--- config.mk ---
export PLATFORM = sky130hd
export DESIGN_NAME = gshare_predictor
export DESIGN_NICKNAME = d
export VERILOG_FILES = /design/src/rtl/gshare_predictor.sv
export SDC_FILE = /design/constraint.sdc
export NUM_CORES = 1
export LEC_CHECK = 0
export CORE_UTILIZATION = 46
export CTS_BUF_LIST = sky130_fd_sc_hd__clkbuf_4
export DETAILED_ROUTE_END_ITERATION = 8
export PLACE_DENSITY = 0.66
export RECOVER_POWER = 100
export SLEW_MARGIN = 20
export SYNTH_ARGS = -nofsm -noshare
export SYNTH_HDL_FRONTEND = slang
export SYNTH_SLANG_ARGS = --single-unit
--- constraint.sdc ---
create_clock -name clk -period 23.6 [get_ports clk]
set_clock_uncertainty 0.2 [all_clocks]
set_input_delay 3.54 -clock clk [delete_from_list [all_inputs] [get_ports clk]]
set_output_delay 3.54 -clock clk [all_outputs]
set_load 0.03 [all_outputs]
--- src/rtl/gshare_predictor.sv ---
// Two-bit-counter branch predictor with speculative/architectural global history.
// Define GSHARE_XOR_HASH_EN for XOR (gshare) indexing; default is gselect concatenation.
module gshare_predictor #(
  parameter int         HIST_LEN = 3,
  parameter int         IDX_LEN  = 7,
  parameter logic [1:0] CNT_INIT = 2'b10,
  parameter int         ADDR_W   = 32
) (
  input  logic               clk,
  input  logic               rst,
  input  logic               rdy,
  input  logic               if_valid,
  input  logic [ADDR_W-1:0]  if_pc,
  input  logic [31:0]        inst,
  output logic               pred_jump_or_not,
  output logic [ADDR_W-1:0]  pred_pc,
  output logic [IDX_LEN-1:0] pred_idx,
  input  logic               ex_valid,
  input  logic [IDX_LEN-1:0] ex_idx,
  input  logic               ex_jump_or_not,
  input  logic               ex_mispredict,
  output logic [31:0]        stat_branches,
  output logic [31:0]        stat_mispredicts
);

  localparam int DEPTH = 1 << IDX_LEN;

  logic [1:0]          r_table [DEPTH];
  logic [HIST_LEN-1:0] r_arch_hist;
  logic [HIST_LEN-1:0] r_spec_hist;
  logic [31:0]         r_stat_br;
  logic [31:0]         r_stat_mis;

  logic                w_is_jal;
  logic                w_is_br;
  logic [31:0]         w_j_imm;
  logic [31:0]         w_b_imm;
  logic [ADDR_W-1:0]   w_j_tgt;
  logic [ADDR_W-1:0]   w_b_tgt;
  logic [IDX_LEN-1:0]  w_idx;
  logic [1:0]          w_ctr;
  logic                w_br_taken;
  logic                w_taken;
  logic [HIST_LEN-1:0] w_arch_next;
  logic [HIST_LEN-1:0] w_spec_pred;

  assign w_is_jal = (inst[6:0] == 7'b1101111);
  assign w_is_br  = (inst[6:0] == 7'b1100011);

  assign w_j_imm = {{11{inst[31]}}, inst[31], inst[19:12],
                    inst[20], inst[30:21], 1'b0};
  assign w_b_imm = {{19{inst[31]}}, inst[31], inst[7],
                    inst[30:25], inst[11:8], 1'b0};

  assign w_j_tgt = if_pc + ADDR_W'($signed(w_j_imm));
  assign w_b_tgt = if_pc + ADDR_W'($signed(w_b_imm));

`ifdef GSHARE_XOR_HASH_EN
  assign w_idx = if_pc[IDX_LEN+1:2] ^ IDX_LEN'(r_spec_hist);
`else
  assign w_idx = {r_spec_hist, if_pc[IDX_LEN-HIST_LEN+1:2]};
`endif

  // Reads see the pre-update counter; a same-cycle resolution is not bypassed.
  assign w_ctr      = r_table[w_idx];
  assign w_br_taken = w_is_br & w_ctr[1];
  assign w_taken    = w_is_jal | w_br_taken;

  always_comb begin
    pred_jump_or_not = 1'b0;
    pred_pc          = '0;
    pred_idx         = '0;
    if (!rst) begin
      pred_jump_or_not = w_taken;
      pred_idx         = w_idx;
      if (w_is_jal)
        pred_pc = w_j_tgt;
      else if (w_br_taken)
        pred_pc = w_b_tgt;
    end
  end

  // Truncating casts keep the shift legal for HIST_LEN == 1.
  assign w_arch_next = HIST_LEN'({r_arch_hist, ex_jump_or_not});
  assign w_spec_pred = HIST_LEN'({r_spec_hist, w_taken});

  always_ff @(posedge clk or posedge rst) begin
    if (rst) begin
      for (int i = 0; i < DEPTH; i++)
        r_table[i] <= CNT_INIT;
    end else if (rdy && ex_valid) begin
      if (ex_jump_or_not && r_table[ex_idx] != 2'b11)
        r_table[ex_idx] <= r_table[ex_idx] + 2'd1;
      else if (!ex_jump_or_not && r_table[ex_idx] != 2'b00)
        r_table[ex_idx] <= r_table[ex_idx] - 2'd1;
    end
  end

  always_ff @(posedge clk or posedge rst) begin
    if (rst) begin
      r_arch_hist <= '0;
    end else if (rdy && ex_valid) begin
      r_arch_hist <= w_arch_next;
    end
  end

  // Repair wins: the same-cycle fetch is flushed, so its guess is dropped.
  always_ff @(posedge clk or posedge rst) begin
    if (rst) begin
      r_spec_hist <= '0;
    end else if (rdy) begin
      if (ex_valid && ex_mispredict)
        r_spec_hist <= w_arch_next;
      else if (if_valid && w_is_br)
        r_spec_hist <= w_spec_pred;
    end
  end

  always_ff @(posedge clk or posedge rst) begin
    if (rst) begin
      r_stat_br  <= '0;
      r_stat_mis <= '0;
    end else if (rdy && ex_valid) begin
      r_stat_br <= r_stat_br + 32'd1;
      if (ex_mispredict)
        r_stat_mis <= r_stat_mis + 32'd1;
    end
  end

  assign stat_branches    = r_stat_br;
  assign stat_mispredicts = r_stat_mis;

endmodule

; ---- Word level (Yosys, flattened, before mapping)
; Cells that the tools add are included.
[word_totals]
regBits = 325
inputBits = 78
output_inout_bits = 104
wordCells = 180
[op_classes]
add_sub_neg = 6
n_lt_le_gt_ge = 3
eq_ne = 3
muxes = 19
bitwise_logic = 4
n_reduce_logical = 13
[op_table]
columns = operator, count
row1 = 256-bit bitwise mux, 2
row2 = 256-bit two-way mux, 2
row3 = 32-bit two-way mux, 3
row4 = "32-bit by 1-bit adder with 32-bit output, second input constant", 2
row5 = 32-bit adder, 2
row6 = 2-bit binary-select mux with 7-bit select, 2
row7 = "8-bit >= comparator, second input constant", 2
row8 = 7-bit inverter with 8-bit output, 2
row9 = 2-bit demux with 7-bit select, 1
row10 = "7-bit == test, second input constant", 2
row11 = 2-bit two-way mux, 5
row12 = "8-bit by 1-bit < comparator with 1-bit output, second input constant", 1
row13 = 7-bit two-way mux, 1
row14 = 1-bit logical AND, 6
row15 = 3-bit two-way mux, 2
row16 = 2-bit AND reduction, 3
row17 = 2-bit nonzero test, 3
row18 = "2-bit by 1-bit adder with 2-bit output, second input constant", 1
row19 = "2-bit inequality test, second input constant", 1
row20 = "2-bit by 1-bit subtractor with 2-bit output, second input constant", 1
row21 = 1-bit AND, 1
row22 = 1-bit logical NOT, 1
row23 = 1-bit two-way mux, 1
row24 = 1-bit bitwise OR, 1

; ---- Longest topological paths before layout
; Gate-level depths: netlist of run 1.
[depth]
depth_word = 8
ltp_mapped = 20
depth_no_buf = 15

; ---- Worst setup path after synthesis of run 1
; Ideal clock, no wire load.
[synth_path]
path_type = in2out
startpoint = input port rst
endpoint = output port pred_pc[3]
arrival_time_ns = 11.543
t_required_ns = 19.860
slack_ns = 8.317
cell_stages = 3
path_buffers = 0
path_cell_list = inv_1 -> o21ai_4 -> a211oi_1
[synth_via]
elab_chain_len = 1
[synth_lines]
columns = element, line
row1 = start: declaration, 10  ; input logic rst,
row2 = 32-bit two-way mux, 73  ; if (!rst) begin
row3 = end: declaration, 16  ; output logic [ADDR_W-1:0] pred_pc,
; Every way passes these cells.

; ---- Worst setup path after layout of run 1
[layout_path]
startpoint = input port rst
endpoint = output port pred_pc[6]
; The elaborated chain is that of the path after synthesis.

==> results.yml, run 1 <==
run_status:
  status: "finished with violations"
  failed_checks: "max-capacitance violations, max-slew violations"
timing:
  grt_setup_unrepaired: "no"
  max_freq_mhz: 62.6
  fin_crit_sh: 0.677
  maxSlewHeadroom: -2.66
  setup_slack_ns: 7.62
  final_max_slew_viol_count: 445
  period_needed_ns: 15.98
  hold_viol_final: 0
  finalSetupViolCount: 0
  fin_setup_tns_ns: 0
  tightestPinTransition_ns: 5.46
synthesis:
  ys_seq_area_frac: 0.438
  yosys_warnings: 0
  synth_top_cell_area_share: 0.260
  yosys-top-cells-count: "nand2_1, dfrtp_1, o21ai_0"
  synth-async-reset-ratio: 1.00
  synthCells: 1897
  ys_types: 74
  ys_seq_elements: 325
  synth_edf_count: 0
  synthTopCellsByArea: "dfrtp_1, dfstp_2, mux2_2, nand2_1, o21ai_0"
  synth_area_mm2: 0.0189
  synth_area_per_cell_um2: 9.98
  synth_top_area_cell: "dfrtp_1"
  synth_fp_nets: 2024
  synth_ff_type: "dfrtp_1"
  synthMostInstantiatedCell: "nand2_1"
floorplanning:
  initial_utilization: 0.471
  io_pins: 182
  dieArea_mm2: 0.0420
  coreArea_mm2: 0.0402
  rows: 73
  dieWidth_um: 205
  dieHeight_um: 205
power_and_ir_drop:
  vdd_ir_drop_max_mv: 0.0520
  p_per_area_mw_per_mm2: 64.0
  sw_frac_of_total: 0.306
  pwr-share-clk: 0.382
  seq_power_share: 0.435
  finalPower_uw: 1430
  p_comb_frac: 0.183
  power_leakage_uw: 0.00963
  p_sw_uw: 438
  internal_power_uw: 996
min_path:
  holdPathStages: 1
  hold_start: "stat_mispredicts[31]"
  whs_endpoint: "stat_mispredicts[31]"
  hp-class: "reg2reg"
setup_path:
  cp_data_arrival_time_ns: 12.24
  rr_worst_depth: 15
  r2r_setup_slack_ns: 17.80
  crit_fanout: 126
  path_class: "in2out"
  endpoint_kind: "output pin"
  start_kind: "input pin"
  crit_required_ns: 19.86
placed_design:
  place_congestion: 0.964
  io_buffers: 181
  place_ws_ns: 12.21
  dpl.hpwl_mm: 42.5
cells_and_area:
  final_nets: 2250
  drive_above_1_share: 0.241
  syn_to_final_growth_pct: 18.4
route:
  routed_wl_mm: 60.9
  first_iter_violations: 1275
  drc_errors: 0
  routed_via_density: 6.07
  num_vias: 16600
  first_pass_iters: 5
  drtAntennaViolNets: 0
  wl_per_cell_um: 22.3
clocking:
  cts-resized-gates: 0
  clk_latency_ns: 0.79
  clock-sinks: 325
  cts_root_buffer: "clkbuf_4"
  post_cts_buffers: 0
  cts_tree: "yes"
  postCtsHoldBufs: 0
  clk_path_buf_depth: 3
  cts_buffers: 90
  htreeDepth: 3
  clk_pin_slew_ns: 0.06
grt:
  grt_use_total: 0.291
  antenna_found_initial: 2
  grt_pass1_wl_mm: 94.0
  grt_pass1_vias: 16400
  grt_max_degree: 127
  grt_overflow: 0
run:
  max_cap_viol_count: 7
-- worst max path at each step --
| stage | from | endpoint | slack, ns | cells after the start |
|---|---|---|---|---|
| finish | rst | pred_pc[6] | 7.62 | 6 |
| floorplan | rst | pred_pc[3] | 8.32 | 3 |
| global placement | inst[31] | pred_pc[29] | 12.30 | 11 |
| CTS | inst[31] | pred_pc[25] | 12.20 | 11 |
| global route | rst | pred_pc[10] | 6.13 | 6 |
| detailed placement | inst[31] | pred_pc[25] | 12.21 | 11 |
-- layout by cell type (no fill, tap or decap), types with 15 or more instances in the layout --
| master | netlist | routed |
|---|---|---|
| nand2_1 | 352 | 352 |
| dfrtp_1 | 197 | 197 |
| o21ai_0 | 178 | 180 |
| mux2_2 | 151 | 150 |
| clkbuf_4 | 1 | 147 |
| dfstp_2 | 128 | 128 |
| dlygate4sd3_1 | 0 | 106 |
| nor2_1 | 88 | 88 |
| xnor2_1 | 73 | 73 |
| clkdlybuf4s50_1 | 0 | 72 |
| a21oi_1 | 55 | 55 |
| a22oi_1 | 52 | 52 |
| ha_1 | 47 | 47 |
| nand3_1 | 45 | 45 |
| o22ai_1 | 28 | 28 |
| nand4_1 | 25 | 25 |
| mux4_2 | 25 | 25 |
| inv_1 | 25 | 24 |
| buf_4 | 8 | 24 |
| nor3_1 | 22 | 22 |
| and3_1 | 21 | 21 |
| xor2_1 | 22 | 21 |
| nor2_2 | 20 | 20 |
| nand2b_1 | 17 | 17 |
| a22o_1 | 17 | 17 |
| clkinv_1 | 1 | 16 |
| clkbuf_1 | 47 | 15 |
-- per-stage QoR --
step           instances  instance area [µm²]  utilization  hold slack (ns)
2_1_floorplan       1897                18900            -            0.264
3_3_place_gp        2556                21200        0.529            0.264
3_5_place_dp        2556                21200        0.529            0.270
4_1_cts             2725                22500        0.560            0.283
5_1_grt             2726                22400        0.558            0.296
6_report            2726                22400        0.558            0.269
-- critical path: stages --
cell           delay [ns]
dlygate4sd3_1        0.84
clkinvlp_2           4.15
o21ai_0              1.05
clkbuf_1             1.70
nor2_2               0.14
dlygate4sd3_1        0.79
-- power by group through the flow --
stage	Combinational [µW]	Clock (µW)	Sequential [µW]
3_3_place_gp	262	0	631
5_1_grt	284	590	627
3_5_place_dp	265	0	632
6_report	263	548	624
4_1_cts	266	561	623
2_1_floorplan	157	0	639
-- final cells by class --
| class | count | area, µm² |
|---|---|---|
| antenna | 1 | 2.50 |
| clock buffer | 147 | 1100 |
| clock inverter | 22 | 149 |
| fill | 3625 | 17800 |
| inverter | 28 | 106 |
| multi-input combinational | 1458 | 10100 |
| sequential | 325 | 8290 |
| tap | 525 | 657 |
| timing repair buffer | 220 | 2030 |
-- logic make-up (layout without fill, tap and decap cells) --
kind of cell               Yosys count  after routing  synth area share
AOI/OAI and AO/OA                  471            471             0.161
xor gates and xnor gates            95             95            0.0439
adders and majority gates           49             49            0.0332
buffers and inverters              114            417            0.0302
DFF                                325            325             0.438
muxes                              201            201             0.143
other                                0              1                 0
and+or+nand+nor                    642            642             0.151
-- metal layers --
metal / vias up / wire, µm / track usage
li1: 7443 / - / -
met1: 8090 / 24600 / 0.376
met2: 841 / 28500 / 0.468
met3: 176 / 5570 / 0.0676
met4: 0 / 2200 / 0.117
met5: - / 0 / 0
Note: power is estimated with default switching activity, not from simulation.
==> inputs of run 2 (changes only) <==
Clock period 23.6 ns to 15.9 ns, I/O delays scaled along.
==> run 2 against run 1 <==
  * The run still ends with max-capacitance violations, max-slew violations left
  * Hold slack lost 0.00065 ns
  * Setup slack lost 1.9 ns
  * Via count is essentially flat
  * Sequential power grew 48%
  * Power grew 45%
  * Highest routed layer unchanged
  * Combinational power grew 49%
  * Core utilization shrank 0.087 points
  * Final cell count is essentially flat
  * Routed wire length shrank 0.26%
  * Die area is the same
  * Critical path depth grew 12
  * Clock power grew 40%
==> results.yml, run 2 (same netlist as run 1, synthesis figures left out) <==
floorplanning:
  dieHeight_um: 205
  initial_utilization: 0.471
  io_pins: 182
  coreArea_mm2: 0.0402
  dieWidth_um: 205
  dieArea_mm2: 0.0420
  rows: 73
setup_path:
  cp_cell_sequence: "dlygate4sd3_1 > clkbuf_1 > nand2b_1 > nor2_1 > clkbuf_1 > a22oi_1 > nand2_1 > o31ai_1 > nand4_1 > a2111oi_0 > o211ai_1 > ha_1 > nor2b_1 > o21ai_0 > nor2_1 > clkbuf_1 > nand2_1 > mux2_2"
  cp_data_arrival_time_ns: 10.63
  endpoint_kind: "register"
  crit_fanout: 42
  r2r_setup_slack_ns: 10.15
  path_class: "in2reg"
  cp_slowest_cell: "clkbuf_1"
  crit_required_ns: 16.38
  crit_path_start: "ex_idx[1]"
  path_common_cell: "clkbuf_1"
  rr_worst_depth: 15
  start_kind: "input pin"
  crit_path_max_incr_delay_ns: 1.63
route:
  first_iter_violations: 1376
  routed_wl_mm: 60.7
  drtAntennaViolNets: 0
  num_vias: 16600
  first_pass_iters: 9
  routed_via_density: 6.07
  wl_per_cell_um: 22.3
  drc_errors: 0
timing:
  final_max_slew_viol_count: 249
  hold_viol_final: 0
  maxSlewHeadroom: -1.45
  tightestPinTransition_ns: 3.68
  fin_crit_sh: 0.638
  finalSetupViolCount: 0
  setup_slack_ns: 5.75
  max_freq_mhz: 98.6
  fin_setup_tns_ns: 0
  grt_setup_unrepaired: "no"
  period_needed_ns: 10.15
clocking:
  clk_latency_ns: 0.83
  cts_buffers: 89
  clock-sinks: 325
  cts_tree: "yes"
  cts-resized-gates: 0
  postCtsHoldBufs: 0
  htreeDepth: 3
  clk_pin_slew_ns: 0.07
  cts_root_buffer: "clkbuf_4"
  clk_path_buf_depth: 3
  post_cts_buffers: 0
run_status:
  status: "finished with violations"
  failed_checks: "max-capacitance violations, max-slew violations"
power_and_ir_drop:
  p_per_area_mw_per_mm2: 93.1
  sw_frac_of_total: 0.313
  vdd_ir_drop_max_mv: 0.0858
  seq_power_share: 0.444
  p_sw_uw: 651
  internal_power_uw: 1430
  p_comb_frac: 0.188
  power_leakage_uw: 0.00961
  finalPower_uw: 2080
  pwr-share-clk: 0.368
grt:
  grt_pass1_vias: 16400
  grt_pass1_wl_mm: 94.5
  grt_use_total: 0.293
  antenna_found_initial: 3
  grt_max_degree: 127
  grt_overflow: 0
cells_and_area:
  final_util: 0.557
  final_nets: 2250
  layout_commonest_cell: "nand2_1"
  syn_to_final_growth_pct: 18.2
  final_cell_mix: "nand2_1, dfrtp_1, o21ai_0, mux2_2, clkbuf_4"
  drive_above_1_share: 0.241
  design_area_mm2: 0.0224
placed_design:
  placedInstanceArea_mm2: 0.0213
  dpl.hpwl_mm: 42.4
  place_congestion: 0.950
  io_buffers: 181
  place_ws_ns: 6.73
min_path:
  hold_start: "stat_mispredicts[31]"
  hp-class: "reg2reg"
run:
  max_cap_viol_count: 4
==> run 2: cell count changes in the layout (fill, tap and decap cells not counted), sizes merged <==
cell           before  now
diode               1    4
inv                28   29
bufinv              2    0
buf                27   29
clkinv             17   23
dlygate4sd3       106  109
clkinvlp            3    1
clkdlybuf4s50      72   69
clkbuf            162  156
==> run 2: layout make-up <==
cell class	count	area, µm²
Sequential cell	325	8290
Timing Repair Buffer	221	2040
Clock inverter	25	105
Antenna cell	4	10.0
Fill cell	3619	17800
Inverter	28	113
Tap cell	525	657
Multi-Input combinational cell	1458	10100
Clock buffer	142	1070
==> run 2: per-stage QoR <==
stage,hold WS (ns),instances
after floorplan,0.264,1897
after global placement,0.263,2557
after detailed placement,0.263,2557
after CTS,0.275,2724
after global routing,0.285,2727
final,0.268,2728
==> run 2: power groups by stage <==
stage / registers, µW / clock network (µW) / logic (µW)
after floorplan: 948 / 0 / 233
after global placement: 937 / 0 / 391
after detailed placement: 938 / 0 / 394
after CTS: 924 / 788 / 396
after global routing: 930 / 834 / 423
final: 925 / 767 / 392
==> run 2: worst max-delay path: cells and delay by family <==
family / cells / cell delay, ns
mux: 1 / 0.35
buf+inv: 4 / 3.42
fa+ha+maj: 1 / 0.22
compound gates: 5 / 1.96
simple gates: 7 / 2.26
==> run 2: routing by layer <==
layer,share of wire,GRT usage
met5,0,0
met4,0.035,0.121
met3,0.082,0.0590
met2,0.47,0.477
met1,0.41,0.380
==> run 2: how the worst min path moves through the flow <==
stage	to	slack, ns	cells after the start
2_1_floorplan	r_table[253]	0.26	2
3_3_place_gp	stat_branches[31]	0.26	1
3_5_place_dp	stat_mispredicts[31]	0.26	1
4_1_cts	stat_mispredicts[31]	0.27	1
5_1_grt	stat_mispredicts[31]	0.28	1
6_report	stat_mispredicts[31]	0.27	1
